<file path="src/rtl/rtc_bcd_hms.sv">
// rtc_bcd_hms: BCD hours/minutes/seconds real-time clock with prescaler,
// run/pause, validated time-load handshake and 12h/24h mode.
// Optional alarm compare is built when RTC_ALARM_EN is defined.
module rtc_bcd_hms #(
  parameter int TICK_DIV = 100000,
  parameter int H12_MODE = 0
) (
  input  logic        clk,
  input  logic        reset,
  input  logic        run,
  input  logic        set_valid,
  input  logic [23:0] set_hms,
  input  logic        set_pm,
  output logic        set_ack,
  output logic        set_err,
  output logic [3:0]  hora_d,
  output logic [3:0]  hora_u,
  output logic [3:0]  min_d,
  output logic [3:0]  min_u,
  output logic [3:0]  seg_d,
  output logic [3:0]  seg_u,
  output logic        pm,
  output logic        sec_tick,
  output logic        min_tick
`ifdef RTC_ALARM_EN
  ,
  input  logic        alarm_set,
  input  logic [15:0] alarm_hm,
  input  logic        alarm_pm,
  input  logic        alarm_on,
  input  logic        alarm_clr,
  output logic        alarm_fire
`endif
);

  localparam int PW = $clog2(TICK_DIV);
  localparam logic [PW-1:0] PRE_LAST = PW'(TICK_DIV - 1);
  localparam logic [23:0] RESET_HMS = (H12_MODE != 0) ? 24'h120000 : 24'h000000;

  typedef enum logic [1:0] {S_IDLE, S_CHECK, S_WAIT} ld_state_t;

  ld_state_t     state_q, state_d;
  logic [PW-1:0] presc_q;
  logic [23:0]   hms_q;
  logic          pm_q;
  logic [23:0]   ld_hms;
  logic          ld_pm;
  logic [24:0]   nxt;
  logic          wrap, ld_ok, commit, advance_sec, sec59;
  logic          ack_d, err_d;

  // One-second advance of a BCD time value; bit 24 carries the pm flag.
  function automatic logic [24:0] advance(input logic [23:0] t, input logic p);
    logic [3:0] hd, hu, md, mu, sd, su;
    logic np;
    {hd, hu, md, mu, sd, su} = t;
    np = p;
    if (su != 4'd9) su = su + 4'd1;
    else begin
      su = 4'd0;
      if (sd != 4'd5) sd = sd + 4'd1;
      else begin
        sd = 4'd0;
        if (mu != 4'd9) mu = mu + 4'd1;
        else begin
          mu = 4'd0;
          if (md != 4'd5) md = md + 4'd1;
          else begin
            md = 4'd0;
            if (H12_MODE != 0) begin
              if (hd == 4'd1 && hu == 4'd1) begin
                hu = 4'd2;
                np = ~np;
              end else if (hd == 4'd1 && hu == 4'd2) begin
                hd = 4'd0;
                hu = 4'd1;
              end else if (hu == 4'd9) begin
                hd = 4'd1;
                hu = 4'd0;
              end else hu = hu + 4'd1;
            end else begin
              if (hd == 4'd2 && hu == 4'd3) begin
                hd = 4'd0;
                hu = 4'd0;
              end else if (hu == 4'd9) begin
                hd = hd + 4'd1;
                hu = 4'd0;
              end else hu = hu + 4'd1;
            end
          end
        end
      end
    end
    return {np, hd, hu, md, mu, sd, su};
  endfunction

  // Range check of a load value for the configured hour mode.
  function automatic logic hms_legal(input logic [23:0] v);
    logic [3:0] hd, hu, md, mu, sd, su;
    logic ok;
    {hd, hu, md, mu, sd, su} = v;
    ok = (hu <= 4'd9) && (md <= 4'd5) && (mu <= 4'd9) && (sd <= 4'd5) && (su <= 4'd9);
    if (H12_MODE != 0) ok = ok && ((hd == 4'd0 && hu != 4'd0) || (hd == 4'd1 && hu <= 4'd2));
    else               ok = ok && ((hd <= 4'd1) || (hd == 4'd2 && hu <= 4'd3));
    return ok;
  endfunction

  assign wrap        = run && (presc_q == PRE_LAST);
  assign ld_ok       = hms_legal(ld_hms);
  assign commit      = (state_q == S_CHECK) && ld_ok;
  assign advance_sec = wrap && !commit;
  assign sec59       = (hms_q[7:0] == 8'h59);
  assign nxt         = advance(hms_q, pm_q);

  // Load handshake state register.
  always_ff @(posedge clk or negedge reset) begin
    if (!reset) state_q <= S_IDLE;
    else        state_q <= state_d;
  end

  // Load handshake next state and accept/reject decision.
  always_comb begin
    state_d = state_q;
    ack_d   = 1'b0;
    err_d   = 1'b0;
    case (state_q)
      S_IDLE:  if (set_valid) state_d = S_CHECK;
      S_CHECK: begin
        ack_d   = ld_ok;
        err_d   = !ld_ok;
        state_d = S_WAIT;
      end
      S_WAIT:  if (!set_valid) state_d = S_IDLE;
      default: state_d = S_IDLE;
    endcase
  end

  // Capture the requested load value when a request is first seen.
  always_ff @(posedge clk) begin
    if (state_q == S_IDLE && set_valid) begin
      ld_hms <= set_hms;
      ld_pm  <= set_pm;
    end
  end

  // Prescaler: counts while running, restarts on a committed load.
  always_ff @(posedge clk or negedge reset) begin
    if (!reset)     presc_q <= '0;
    else if (commit) presc_q <= '0;
    else if (run)    presc_q <= wrap ? '0 : presc_q + PW'(1);
  end

  // Time registers and strobes; a committed load overrides a coincident tick.
  always_ff @(posedge clk or negedge reset) begin
    if (!reset) begin
      hms_q    <= RESET_HMS;
      pm_q     <= 1'b0;
      set_ack  <= 1'b0;
      set_err  <= 1'b0;
      sec_tick <= 1'b0;
      min_tick <= 1'b0;
    end else begin
      set_ack  <= ack_d;
      set_err  <= err_d;
      sec_tick <= advance_sec;
      min_tick <= advance_sec && sec59;
      if (commit) begin
        hms_q <= ld_hms;
        pm_q  <= (H12_MODE != 0) ? ld_pm : 1'b0;
      end else if (advance_sec) begin
        hms_q <= nxt[23:0];
        pm_q  <= nxt[24];
      end
    end
  end

  assign {hora_d, hora_u, min_d, min_u, seg_d, seg_u} = hms_q;
  assign pm = pm_q;

`ifdef RTC_ALARM_EN
  logic [15:0] alarm_hm_q;
  logic        alarm_pm_q;
  logic        fire_q;

  // Alarm register and fire flag; clear or disable beats a new match.
  always_ff @(posedge clk or negedge reset) begin
    if (!reset) begin
      alarm_hm_q <= 16'h0000;
      alarm_pm_q <= 1'b0;
      fire_q     <= 1'b0;
    end else begin
      if (alarm_set) begin
        alarm_hm_q <= alarm_hm;
        alarm_pm_q <= alarm_pm;
      end
      if (alarm_clr || !alarm_on) fire_q <= 1'b0;
      else if (advance_sec && sec59 && (nxt[23:8] == alarm_hm_q) &&
               ((H12_MODE == 0) || (nxt[24] == alarm_pm_q)))
        fire_q <= 1'b1;
    end
  end

  assign alarm_fire = fire_q;
`endif

endmodule

</file>
<file path="config.mk">
export PLATFORM = sky130hd
export DESIGN_NAME = rtc_bcd_hms
export DESIGN_NICKNAME = d
export VERILOG_FILES = /design/src/rtl/rtc_bcd_hms.sv
export SDC_FILE = /design/constraint.sdc
export NUM_CORES = 1
export LEC_CHECK = 0
export ABC_CLOCK_PERIOD_IN_PS = 2820
export CAP_MARGIN = 25
export CORE_UTILIZATION = 48
export DETAILED_ROUTE_END_ITERATION = 10
export PLACE_DENSITY = 0.76
export SLEW_MARGIN = 20
export SYNTH_ARGS = -nofsm -noshare
export SYNTH_HDL_FRONTEND = slang
export SYNTH_SLANG_ARGS = --single-unit
</file>
<file path="constraint.sdc">
create_clock -name clk -period 2.82 [get_ports clk]
set_clock_uncertainty 0.1 [all_clocks]
set_input_delay 0.423 -clock clk [delete_from_list [all_inputs] [get_ports clk]]
set_output_delay 0.423 -clock clk [all_outputs]
set_load 0.01 [all_outputs]
</file>
## Word-level counts from Yosys, hierarchy flattened

Cells that the tools add are included.

| cells by class | value |
|---|---|
| multiply operators | 0 |
| shifts and indexed selects | 0 |
| equality and inequality tests | 18 |
| multiplexer cells | 32 |
| $lt $le $gt $ge | 7 |
| add/subtract/negate cells | 7 |
| reductions and logical operators | 25 |
| bitwise logic cells | 0 |
| divide/modulo/power cells | 0 |

Operator list:

| cell | number |
|---|---|
| $mux 4 | 22 |
| $mux 17 | 3 |
| $mux 24 | 2 |
| $add 4x1->4 const B | 6 |
| $add 17x1->17 const B | 1 |
| $eq 17x17->1 const B | 1 |
| $eq 4x2->1 const B | 3 |
| $le 4x4->1 const B | 3 |
| $logic_and 1x1->1 | 12 |
| $ne 2x2->1 const B | 6 |
| $eq 8x7->1 const B | 1 |
| $le 4x3->1 const B | 2 |
| $ne 4x3->1 const B | 2 |
| $ne 4x4->1 const B | 2 |
| $pmux 2 s3 | 1 |
| $reduce_and 6->1 | 1 |
| $reduce_and 5->1 | 1 |
| $eq 4x4->1 const B | 1 |
| $le 4x1->1 const B | 1 |
| $le 4x2->1 const B | 1 |
| $mux 2 | 2 |
| $reduce_and 2->1 | 2 |
| $reduce_and 4->1 | 1 |
| $reduce_bool 2->1 | 2 |
| 8 further kinds | 10 |

| storage, ports and cells | value |
|---|---|
| bits in latches | 0 |
| logic and storage cells | 102 |
| memory bits (read-only) | 0 |
| memories kept | 0 |
| RAM bits | 0 |
| flip-flop bits (word level) | 71 |

## Depth between registers and ports, before layout

Gate-level depths: netlist (run 1).

| logic depth | value |
|---|---|
| depth in word-level cells | 11 |
| gate-level depth with buffers | 7 |
| gate-level depth less buffers | 7 |

## Worst setup path after synthesis (run 1)

No wires, ideal clock.

| path | value |
|---|---|
| path kind | in2reg |
| from | input port set_valid |
| to | register ld_hms[0], enable pin |
| cell stages on the path | 1 |
| slack | 0.052 ns |
| path buffers | 0 |
| arrival time | 2.228 ns |
| required time | 2.280 ns |
| cells stage by stage | nor3b_1 |

| between the ends | value |
|---|---|
| cells in the longest elaborated chain, start to end | 1 |

RTL lines:

| element | line | source |
|---|---|---|
| from (decl) | 11 | `input logic set_valid,` |
| $logic_and 1x1->1 | 140 | `if (state_q == S_IDLE && set_valid) begin` |
| to (signal assigned) | 141 | `ld_hms <= set_hms;` |
| to (decl) | 46 | `logic [23:0] ld_hms;` |

Every way passes these cells.
A chain may end at the register's enable or synchronous reset.

## Worst setup path in the final report (run 1)

| path | value |
|---|---|
| from | register presc_q[0] |
| to | register hms_q[16] |

| between the ends | value |
|---|---|
| cells in the longest elaborated chain, start to end | 5 |

RTL lines:

| element | line | source |
|---|---|---|
| from (decl) | 43 | `logic [PW-1:0] presc_q;` |
| from (signal assigned) | 150 | `else if (run) presc_q <= wrap ? '0 : presc_q + PW'(1);` |
| $eq 17x17->1 | 108 | `assign wrap = run && (presc_q == PRE_LAST);` |
| $logic_and 1x1->1 | 108 |  |
| $logic_and 1x1->1 | 111 | `assign advance_sec = wrap && !commit;` |
| $reduce_bool 2->1 (no source line) | - |  |
| $reduce_and 5->1 (no source line) | - |  |
| to (signal assigned) | 168 | `hms_q <= ld_hms;` |
| to (signal assigned) | 171 | `hms_q <= nxt[23:0];` |
| to (decl) | 44 | `logic [23:0] hms_q;` |

Every way passes these cells.

==> impl_metrics.py, run 1 <==
metrics = {
    "clock_tree": {
        "cts_max_level": 3,
        "clk_latency_ps": 360,
        "clockRootBuffer": "clkbuf_8",
        "cts_tree": "built",
        "cts.repair.resized": 0,
        "clockBufferDepth": 2,
        "cts_setup_buffers": 0,
        "clkTransAtPathRegs_ps": 80,
        "cts_buffers": 9,
        "numClockSinks": 71,
    },
    "synth": {
        "synthCells": 334,
        "ys_ff_latch": 71,
        "yosysSeqAreaShare_pct": 54.1,
        "synth-edff-count": 24,
        "yosys-top-cells-count": "47 x dfrtp_1, 43 x nor2_1, 24 x a21oi_1, 24 x edfxtp_1, 21 x nand2_1",
        "yosys.cell_count.top_type": "dfrtp_1",
        "synth.cell_area_sq_um": 3500,
        "synthFlopType": "dfrtp_1",
        "synth_warnings": 0,
        "synth_top_cell_by_area": "dfrtp_1",
        "ys_types": 49,
        "synth_area_leaders": "dfrtp_1 34%, edfxtp_1 21%, nor2_1 4.6%",
        "async_reset_ff_share_pct": 66.2,
        "avgSynthCellArea_sq_um": 10.5,
        "yosysTopAreaCellShare_pct": 33.6,
        "synth_fp_nets": 368,
    },
    "routing": {
        "vias_per_cell": 5.61,
        "totalWireLength_um": 7890,
        "route.vias.total": 2817,
        "drc_errors": 0,
        "wl_per_cell_um": 15.7,
        "dr.pass1.iters": 4,
        "ant_nets": 0,
        "first_iter_violations": 174,
    },
    "timing": {
        "max_slew_margin_pct": 63.2,
        "period_needed_ps": 2480,
        "setup_violations": 0,
        "clock.fmax_mhz": 403,
        "maxSlewViolCount": 0,
        "rsz0062_at_grt": "false",
        "tns_ps": 0,
        "hold_viol_final": 0,
        "fin_crit_sh_pct": 87.9,
        "worst_pin_slew_ps": 552,
    },
    "setup_path": {
        "cp.required_ps": 2990,
        "start_kind": "flip-flop",
        "r2r_cells": 6,
        "worstSetupPathType": "reg -> reg",
        "crit_fanout": 6,
        "cp.arrival_ps": 2650,
        "cp-end-kind": "flip-flop",
    },
    "final_layout": {
        "nFillCells": 578,
        "drive_above_1_share_pct": 9.36,
        "layout.nets": 435,
        "syn_to_final_growth_pct": 26.3,
        "ff_latch_area_sq_um": 1900,
        "multi_input_area_sq_um": 1490,
        "diodes": 0,
    },
    "grt": {
        "grt_pass1_vias": 2898,
        "grt_pass1_wl_um": 13500,
        "grt_overflow_total": 0,
        "antenna_found_initial": 0,
        "grt_start_max_net_pins": 25,
        "grtUsageTotal_pct": 23.7,
    },
    "hold_path": {
        "min_path_cells": 2,
        "hp-class": "reg -> reg",
    },
    "status": {
        "outcome": "completed",
    },
    "placed_design": {
        "port_buffers": 55,
        "dp_hpwl_um": 5590,
        "globalplace.congestion": 0.863,
    },
    "pwr": {
        "p_leak_uw": 0.00177,
        "total_power_uw": 2740,
        "pwr_density_cell_nw_per_um2": 620,
        "peakVddDrop_v": 0.000391,
    },
    "flow_run": {
        "drv_cap": 0,
    },
    "floorplanning": {
        "die_h_um": 87.4,
        "dieWidth_um": 87.4,
        "core_region_area_sq_um": 6910,
        "start_util_pct": 50.7,
        "die-area_sq_um": 7640,
        "rows": 30,
        "io_pins": 58,
    },
}
-- layer usage --
layer  track usage, %  vias up  share of wire, %
met4             13.6        0               2.5
met3             5.31       18               3.9
met5                0        -                 0
li1                 -     1364                 -
met2             38.6       82                50
met1             29.0     1353                44
-- kinds of logic (layout without fill, tap and decap cells) --
kind of cell / count (synthesis) / in the layout / synth area share [%]
AO/OA/AOI/OAI: 61 / 61 / 11.1
XOR/XNOR: 20 / 20 / 5.00
adder cells (fa/ha/maj): 5 / 5 / 1.79
buffers and inverters: 26 / 98 / 3.39
flip-flops: 71 / 71 / 54.1
multiplexers: 4 / 4 / 1.14
other: 1 / 1 / 0.107
AND/OR/NAND/NOR: 146 / 146 / 23.4
-- stage by stage --
stage | cell area (sq um) | util (%) | worst slack, ps | hold WS (ps) | instances
final | 4420 | 64.1 | 340 | 400 | 502
after global routing | 4420 | 64.1 | 162 | 423 | 502
after CTS | 4420 | 64.1 | 353 | 404 | 502
after detailed placement | 4200 | 60.8 | 106 | 352 | 485
after global placement | 4200 | 60.8 | 137 | 354 | 485
after floorplan | 3500 | - | 51.9 | 27.4 | 334
-- worst max-delay path, stage by stage, from the launching register on --
cell and delay [ps]:
dfrtp_1 420, ha_1 240, and4_1 250, nand4_2 130, or4b_4 600, or3b_2 470
a31oi_1 180
-- cell type report --
| cell class | count | area share [%] |
|---|---|---|
| clock buffers | 10 | 2.88 |
| inverters | 13 | 1.10 |
| clock inverters | 6 | 1.92 |
| well taps | 96 | 2.71 |
| flip-flops and latches | 71 | 42.9 |
| multi-input cells | 237 | 33.7 |
| repair buffers | 69 | 14.8 |
-- state kept, by name (all words and copies together) (netlist names) --
signal / flops
min_tick: 1
ld_hms: 24
set_err: 1
set_ack: 1
presc_q: 17
hms_q: 24
sec_tick: 1
state_q: 2
-- final timing paths --
| kind | from | to | slack, ps |
|---|---|---|---|
| max in group asynchronous | reset | presc_q[11] | 1410 |
| setup / recovery | presc_q[0] | hms_q[16] | 340 |
| hold reg to reg | ld_hms[8] | hms_q[8] | 400 |
| hold / removal | ld_hms[8] | hms_q[8] | 400 |
| min in group asynchronous | reset | hms_q[17] | 480 |
| setup reg to reg | presc_q[0] | hms_q[16] | 340 |
-- cells in the final DEF (no fill, tap or decap), types with 5 or more instances in the layout --
cell and instances:
xor2_1 8, o311ai_0 5, nand2b_1 6, inv_1 13
nand2_1 21, and4_1 5, o41ai_1 6, o21a_1 5
nor3_1 9, dfrtp_1 47, clkdlybuf4s50_1 54, edfxtp_1 24
clkbuf_8 9, xnor2_1 12, nor2_1 43, nand4_1 10
nand3_1 15, ha_1 5, buf_4 13, o21ai_0 8
a21oi_1 24, nor4_1 5
-- power breakdown --
group	internal [uW]	total [uW]	switching [uW]	leakage [uW]
registers	1250	1410	163	0.000793
clock network	495	887	392	0.000104
logic	229	446	218	0.000873
total	1970	2740	773	0.00177
-- repair_timing --
item                                   in CTS  in global routing
endpoints found under the hold margin      23                  0
setup endpoints to repair                   0                  0
hold buffers                                1                  0
Power figures use the tool's default switching activity.
==> run 2: changes to the inputs <==
HOLD_SLACK_MARGIN = 0.15   (was not set)
==> results of run 2 <==
The final DEF is identical to that of run 1; final timing and power are the same.
